==> src/rtl/sdram_client_arbiter.sv <==
// Round-robin arbiter that serialises level-held client read/write requests
// onto a single Avalon-MM master port, one transaction at a time.
module sdram_client_arbiter #(
    parameter int NUM_CLIENTS = 4,
    parameter int ADDR_W      = 23,
    parameter int DATA_W      = 32,
    parameter int TIMEOUT     = 1024
) (
    input  logic                          i_clk,
    input  logic                          i_rst,
    input  logic [NUM_CLIENTS-1:0]        client_read,
    input  logic [NUM_CLIENTS-1:0]        client_write,
    input  logic [NUM_CLIENTS*ADDR_W-1:0] client_addr,
    input  logic [NUM_CLIENTS*DATA_W-1:0] client_writedata,
    output logic [DATA_W-1:0]             client_readdata,
    output logic [NUM_CLIENTS-1:0]        client_read_finished,
    output logic [NUM_CLIENTS-1:0]        client_write_finished,
    output logic                          rd_timeout,
    output logic [ADDR_W-1:0]             sdram_address,
    output logic [3:0]                    sdram_byteenable_n,
    output logic                          sdram_chipselect,
    output logic [DATA_W-1:0]             sdram_writedata,
    output logic                          sdram_read_n,
    output logic                          sdram_write_n,
    input  logic [DATA_W-1:0]             sdram_readdata,
    input  logic                          sdram_readdatavalid,
    input  logic                          sdram_waitrequest
);

    localparam int IDX_W = $clog2(NUM_CLIENTS);
    localparam int CNT_W = $clog2(TIMEOUT + 1);

    localparam logic [2:0] IDLE    = 3'd0;
    localparam logic [2:0] RD_REQ  = 3'd1;
    localparam logic [2:0] RD_WAIT = 3'd2;
    localparam logic [2:0] WR_REQ  = 3'd3;
    localparam logic [2:0] DONE    = 3'd4;

    logic [2:0]             state;
    logic [IDX_W-1:0]       last;
    logic [IDX_W-1:0]       cur;
    logic [CNT_W-1:0]       wait_cnt;
    logic [NUM_CLIENTS-1:0] req;
    logic [IDX_W-1:0]       pick;
    logic                   pick_valid;

    // Walk offsets from farthest to nearest so the client closest after
    // `last` is the one left standing in `pick`.
    always_comb begin
        // NOTE: every combinational output gets a default first so no path
        // leaves it unassigned, which would otherwise infer a latch.
        req        = client_read | client_write;
        pick       = last;
        pick_valid = |req;
        for (int off = NUM_CLIENTS; off >= 1; off--) begin
            if (req[(int'(last) + off) % NUM_CLIENTS])
                pick = IDX_W'((int'(last) + off) % NUM_CLIENTS);
        end
    end

    // NOTE: sequential state uses non-blocking assignments only, so every
    // register samples pre-edge values regardless of statement order.
    always_ff @(posedge i_clk or posedge i_rst) begin
        if (i_rst) begin
            state                 <= IDLE;
            last                  <= IDX_W'(NUM_CLIENTS - 1);
            cur                   <= '0;
            wait_cnt              <= '0;
            client_readdata       <= '0;
            client_read_finished  <= '0;
            client_write_finished <= '0;
            rd_timeout            <= 1'b0;
            sdram_address         <= '0;
            sdram_byteenable_n    <= 4'b0000;
            sdram_chipselect      <= 1'b0;
            sdram_writedata       <= '0;
            sdram_read_n          <= 1'b1;
            sdram_write_n         <= 1'b1;
        end else begin
            client_read_finished  <= '0;
            client_write_finished <= '0;
            rd_timeout            <= 1'b0;
            sdram_byteenable_n    <= 4'b0000;

            case (state)
                IDLE: begin
                    if (pick_valid) begin
                        cur              <= pick;
                        last             <= pick;
                        sdram_address    <= client_addr[int'(pick)*ADDR_W +: ADDR_W];
                        sdram_writedata  <= client_writedata[int'(pick)*DATA_W +: DATA_W];
                        sdram_chipselect <= 1'b1;
                        if (client_read[pick]) begin
                            sdram_read_n <= 1'b0;
                            state        <= RD_REQ;
                        end else begin
                            sdram_write_n <= 1'b0;
                            state         <= WR_REQ;
                        end
                    end
                end

                RD_REQ: begin
                    if (!sdram_waitrequest) begin
                        sdram_read_n     <= 1'b1;
                        sdram_chipselect <= 1'b0;
                        wait_cnt         <= '0;
                        state            <= RD_WAIT;
                    end
                end

                // Valid data on the final counted cycle still beats the timeout.
                RD_WAIT: begin
                    if (sdram_readdatavalid) begin
                        client_readdata           <= sdram_readdata;
                        client_read_finished[cur] <= 1'b1;
                        state                     <= DONE;
                    end else if (wait_cnt == CNT_W'(TIMEOUT - 1)) begin
                        client_readdata           <= '0;
                        rd_timeout                <= 1'b1;
                        client_read_finished[cur] <= 1'b1;
                        state                     <= DONE;
                    end else begin
                        wait_cnt <= wait_cnt + 1'b1;
                    end
                end

                WR_REQ: begin
                    if (!sdram_waitrequest) begin
                        sdram_write_n              <= 1'b1;
                        sdram_chipselect           <= 1'b0;
                        client_write_finished[cur] <= 1'b1;
                        state                      <= DONE;
                    end
                end

                DONE:    state <= IDLE;
                default: state <= IDLE;
            endcase
        end
    end

endmodule
==> config.mk <==
export PLATFORM = sky130hd
export DESIGN_NAME = sdram_client_arbiter
export DESIGN_NICKNAME = d
export VERILOG_FILES = /design/src/rtl/sdram_client_arbiter.sv
export SDC_FILE = /design/constraint.sdc
export NUM_CORES = 1
export LEC_CHECK = 0
export CAP_MARGIN = 20
export CORE_AREA = 2 2 141 143
export DETAILED_ROUTE_END_ITERATION = 8
export DIE_AREA = 0 0 143 145
export PLACE_DENSITY = 0.71
export SLEW_MARGIN = 25
export SYNTH_ARGS = -nofsm -noshare
export SYNTH_HDL_FRONTEND = slang
export SYNTH_SLANG_ARGS = --single-unit
==> constraint.sdc <==
create_clock -name i_clk -period 5.2 [get_ports i_clk]
set_clock_uncertainty 0.2 [all_clocks]
set_input_delay 0.78 -clock i_clk [delete_from_list [all_inputs] [get_ports i_clk]]
set_output_delay 0.78 -clock i_clk [all_outputs]
set_load 0.05 [all_outputs]
==> reports/qor.csv <==
stage;metric;value;unit
run_status;outcome;finished, final reports clean;
finish;ff_latch_area;2930;um^2
place;io_buffer_count;362;
grt;grt_start_max_net_pins;63;
power_and_ir_drop;power_frac_comb;0.601;
die;rows;51;
power_and_ir_drop;cellLeakagePower;0.00425;uW
min_path;hold_path.class;flip-flop to flip-flop;
power_and_ir_drop;pwr-share-clk;0.167;
routing;routed_wl;22.2;mm
timing;final.setup.tns;0;ns
worst_setup_path;crit_type;input pin to flip-flop;
synthesis;muxShareOfSynthArea;0.195;
timing;period_share;0.640;
grt;grt_pass1_wl;35.0;mm
power_and_ir_drop;p_seq_frac;0.232;
routing;wl_met1;9.11;mm
timing;rsz0062_at_grt;false;
worst_setup_path;worstPathMaxFanout;30;
synthesis;synth_top_family_by_area;multiplexers;
clocking;clockBufferDepth;2;
power_and_ir_drop;swShare;0.471;
synthesis;async_flop_share;1.00;
synthesis;synth_compound_area_frac;0.190;
clocking;postCtsSetupBuffers;0;
min_path;worstHoldStart;sdram_write_n;
power_and_ir_drop;vdd_drop_max;0.000273;V
clocking;cts-buffers-inserted;17;
place;place_ws;1.43;ns
routing;first_iter_violations;271;
routing;top_layer;met4;
routing;routed-via-count;5741;
clocking;numClockSinks;117;
min_path;hold_path_depth;2;
worst_setup_path;crit_required;5.26;ns
timing;maxSlewViolCount;0;
finish;nets;1145;
die;ios;367;
routing;drt-pass1-iter-count;5;
synthesis;yosys_warnings;0;
run;cap_viol_max_count;0;
finish;syn2layout_area_growth;71.4;%
synthesis;ys_types;51;
timing;fin_ws;1.87;ns
routing;avgViaCountPerCell;4.96;
clocking;cts-root-buf;clkbuf_16;
synthesis;syn_area_per_cell;11.5;um^2
synthesis;synthTopCellsByArea;dfrtp_1, mux2i_1, mux2_2;
clocking;cts_hold_buf;0;
synthesis;post_synth_and_or_nand_nor_area_fraction;0.0585;
finish;nFillCells;1693;
synthesis;syn_inst;527;
synthesis;ys.flop_type;dfrtp_1;
worst_setup_path;r2r_slack;2.25;ns
finish;instances_no_fill;1158;
worst_setup_path;crit_arrival;3.38;ns
synthesis;synth-edff-count;0;
power_and_ir_drop;p_per_area;652;nW/um^2
synthesis;synthesis.area;6050;um^2
grt;grt_pass1_vias;6154;
worst_setup_path;rr_startpoint;last[0];
place;dp_cells;1126;
timing;clock.fmax;301;MHz
die;die_x;143;um
synthesis;yosys_register_bits;117;
grt;antenna_found_initial;0;
timing;worst_slew_pin_slew;0.792;ns
timing;finalHoldViolations;0;
routing;detail-route-antenna-nets;0;
place;dp_hpwl;16.4;mm
die;start_util;0.315;
power_and_ir_drop;power.net_switching;3180;uW
routing;dr_wl_met3;1.60;mm
finish;final_core_util;0.540;
die;die_area;20700;um^2
routing;dr_wl_met2;10.9;mm
synthesis;yosysTopAreaCellShare;0.468;
synthesis;synthXorXnorAreaFrac;0.0116;
power_and_ir_drop;p_total;6760;uW
finish;antenna_cells;0;
worst_setup_path;reg2reg_depth;7;
synthesis;yosysSeqAreaShare;0.485;
clocking;cts_tree;yes;
clocking;htree_levels;4;
worst_setup_path;end_kind;flip-flop;
grt;grt_usage;0.219;
die;coreArea;19200;um^2
routing;remaining_drc_errors;0;
timing;slew_headroom;0.472;
grt;grt_overflow_total;0;
worst_setup_path;regToRegEndpoint;sdram_writedata[4];
min_path;hold_path_end;sdram_write_n;
synthesis;synthAdderAreaFrac;0.00207;
routing;wl_per_cell;19.2;um
timing;layout_min_cycle_time;3.33;ns
clocking;insertion_delay;0.41;ns
power_and_ir_drop;p_int;3570;uW
timing;setup_viol;0;
synthesis;yosys.area.top_type;dfrtp_1;
clocking;cts_resized;0;
place;gp_congestion;0.870;
clocking;clkSlewWorstSetupHoldPaths;0.06;ns
finish;drive_gt1_frac;0.119;
finish;multiInputGateArea;2790;um^2
die;die_h;145;um
worst_setup_path;start_kind;input pin;
## power by group through the flow
stage | Sequential, uW | Combinational [uW] | Clock, uW
finish | 1570 | 4060 | 1130
global route | 1620 | 4290 | 1200
global placement | 1560 | 4040 | 0
floorplan | 2720 | 1740 | 0
detailed placement | 1570 | 4080 | 0
CTS | 1560 | 4080 | 1170
## critical path, stage by stage
cell,delay (ns)
clkdlybuf4s50_1,0.46
or2_1,0.27
a211oi_4,0.33
o21a_4,0.52
buf_4,0.41
mux2_2,0.39
o22ai_1,0.13
a21oi_1,0.07
## cell usage after synthesis (2+ instances only)
master and count:
o21a_1 3, xor2_1 5, nor4_2 2, o21ai_0 6, mux2i_1 55, a21oi_1 60
nand3_1 8, o21bai_1 2, mux2_2 45, dfrtp_1 113, mux2_1 11, buf_2 4
nand2b_1 3, nor3_1 5, nand2_1 8, clkbuf_1 20, buf_1 2, dfstp_2 4
a211oi_1 2, xnor2_1 3, nand4_1 3, buf_12 8, nor2_2 2, nor3b_2 2
a22o_1 33, inv_1 5, and2_1 2, buf_4 7, nor2_1 27, o22ai_1 55
and3_1 2
## per-stage QoR
step | hold WS [ns] | cell area (um^2)
after floorplan | 0.287 | 6060
after global routing | 0.291 | 10400
after global placement | 0.253 | 9800
after CTS | 0.267 | 10400
final | 0.261 | 10400
after detailed placement | 0.257 | 9800
## worst max-delay path by stage
stage	from	endpoint	slack, ns	depth (start not counted)
2_1_floorplan	i_rst	client_read_finished[0]	1.13	1
3_3_place_gp	client_read[3]	sdram_writedata[23]	1.48	8
5_1_grt	client_read[3]	sdram_writedata[29]	1.68	8
6_report	client_read[3]	sdram_writedata[4]	1.87	8
3_5_place_dp	client_read[3]	sdram_writedata[4]	1.43	8
4_1_cts	client_read[3]	sdram_writedata[4]	1.87	8
## sequential cells by signal, summed over array words and instances (netlist names)
signal,cells
sdram_address,23
client_read_finished,4
client_write_finished,4
wait_cnt,11
rd_timeout,1
sdram_read_n,1
last,2
sdram_writedata,32
state,3
client_readdata,32
sdram_write_n,1
cur,2
sdram_chipselect,1
## routing by layer
metal  vias up  global-route usage
met5         -                   0
met4         0              0.0782
met3        43              0.0706
met2       240               0.357
met1      2770               0.270
li1       2688                   -
## logic make-up (layout without fill, tap and decap cells)
| group | count (synthesis) | in the layout |
|---|---|---|
| other | 1 | 4 |
| adders and majority gates | 1 | 1 |
| DFF | 117 | 117 |
| and+or+nand+nor | 68 | 68 |
| muxes | 111 | 111 |
| buffers and inverters | 47 | 410 |
| xor gates and xnor gates | 8 | 8 |
| AOI/OAI and AO/OA | 174 | 174 |
## final cells by class
cell class / instances / share of cell area
multi-input combinational: 366 / 0.269
sequential: 117 / 0.283
timing repair buffer: 373 / 0.359
inverter: 5 / 0.00205
clock buffer: 17 / 0.0410
clock inverter: 15 / 0.0139
tap: 265 / 0.0320
## cell usage in the layout (no fill, tap or decap), types with 4 or more instances in the layout
cell type / Yosys / routed
mux2_2: 45 / 45
a21oi_1: 60 / 60
conb_1: 1 / 4
clkdlybuf4s50_1: 0 / 362
xor2_1: 5 / 5
mux2_1: 11 / 11
nor3_1: 5 / 5
nor2_1: 27 / 27
clkbuf_16: 0 / 17
a22o_1: 33 / 33
mux2i_1: 55 / 55
o22ai_1: 55 / 55
o21ai_0: 6 / 6
nand2_1: 8 / 7
dfrtp_1: 113 / 113
inv_6: 0 / 5
buf_4: 7 / 10
dfstp_2: 4 / 4
inv_1: 5 / 4
nand3_1: 8 / 8
Power figures use the tool's default switching activity.
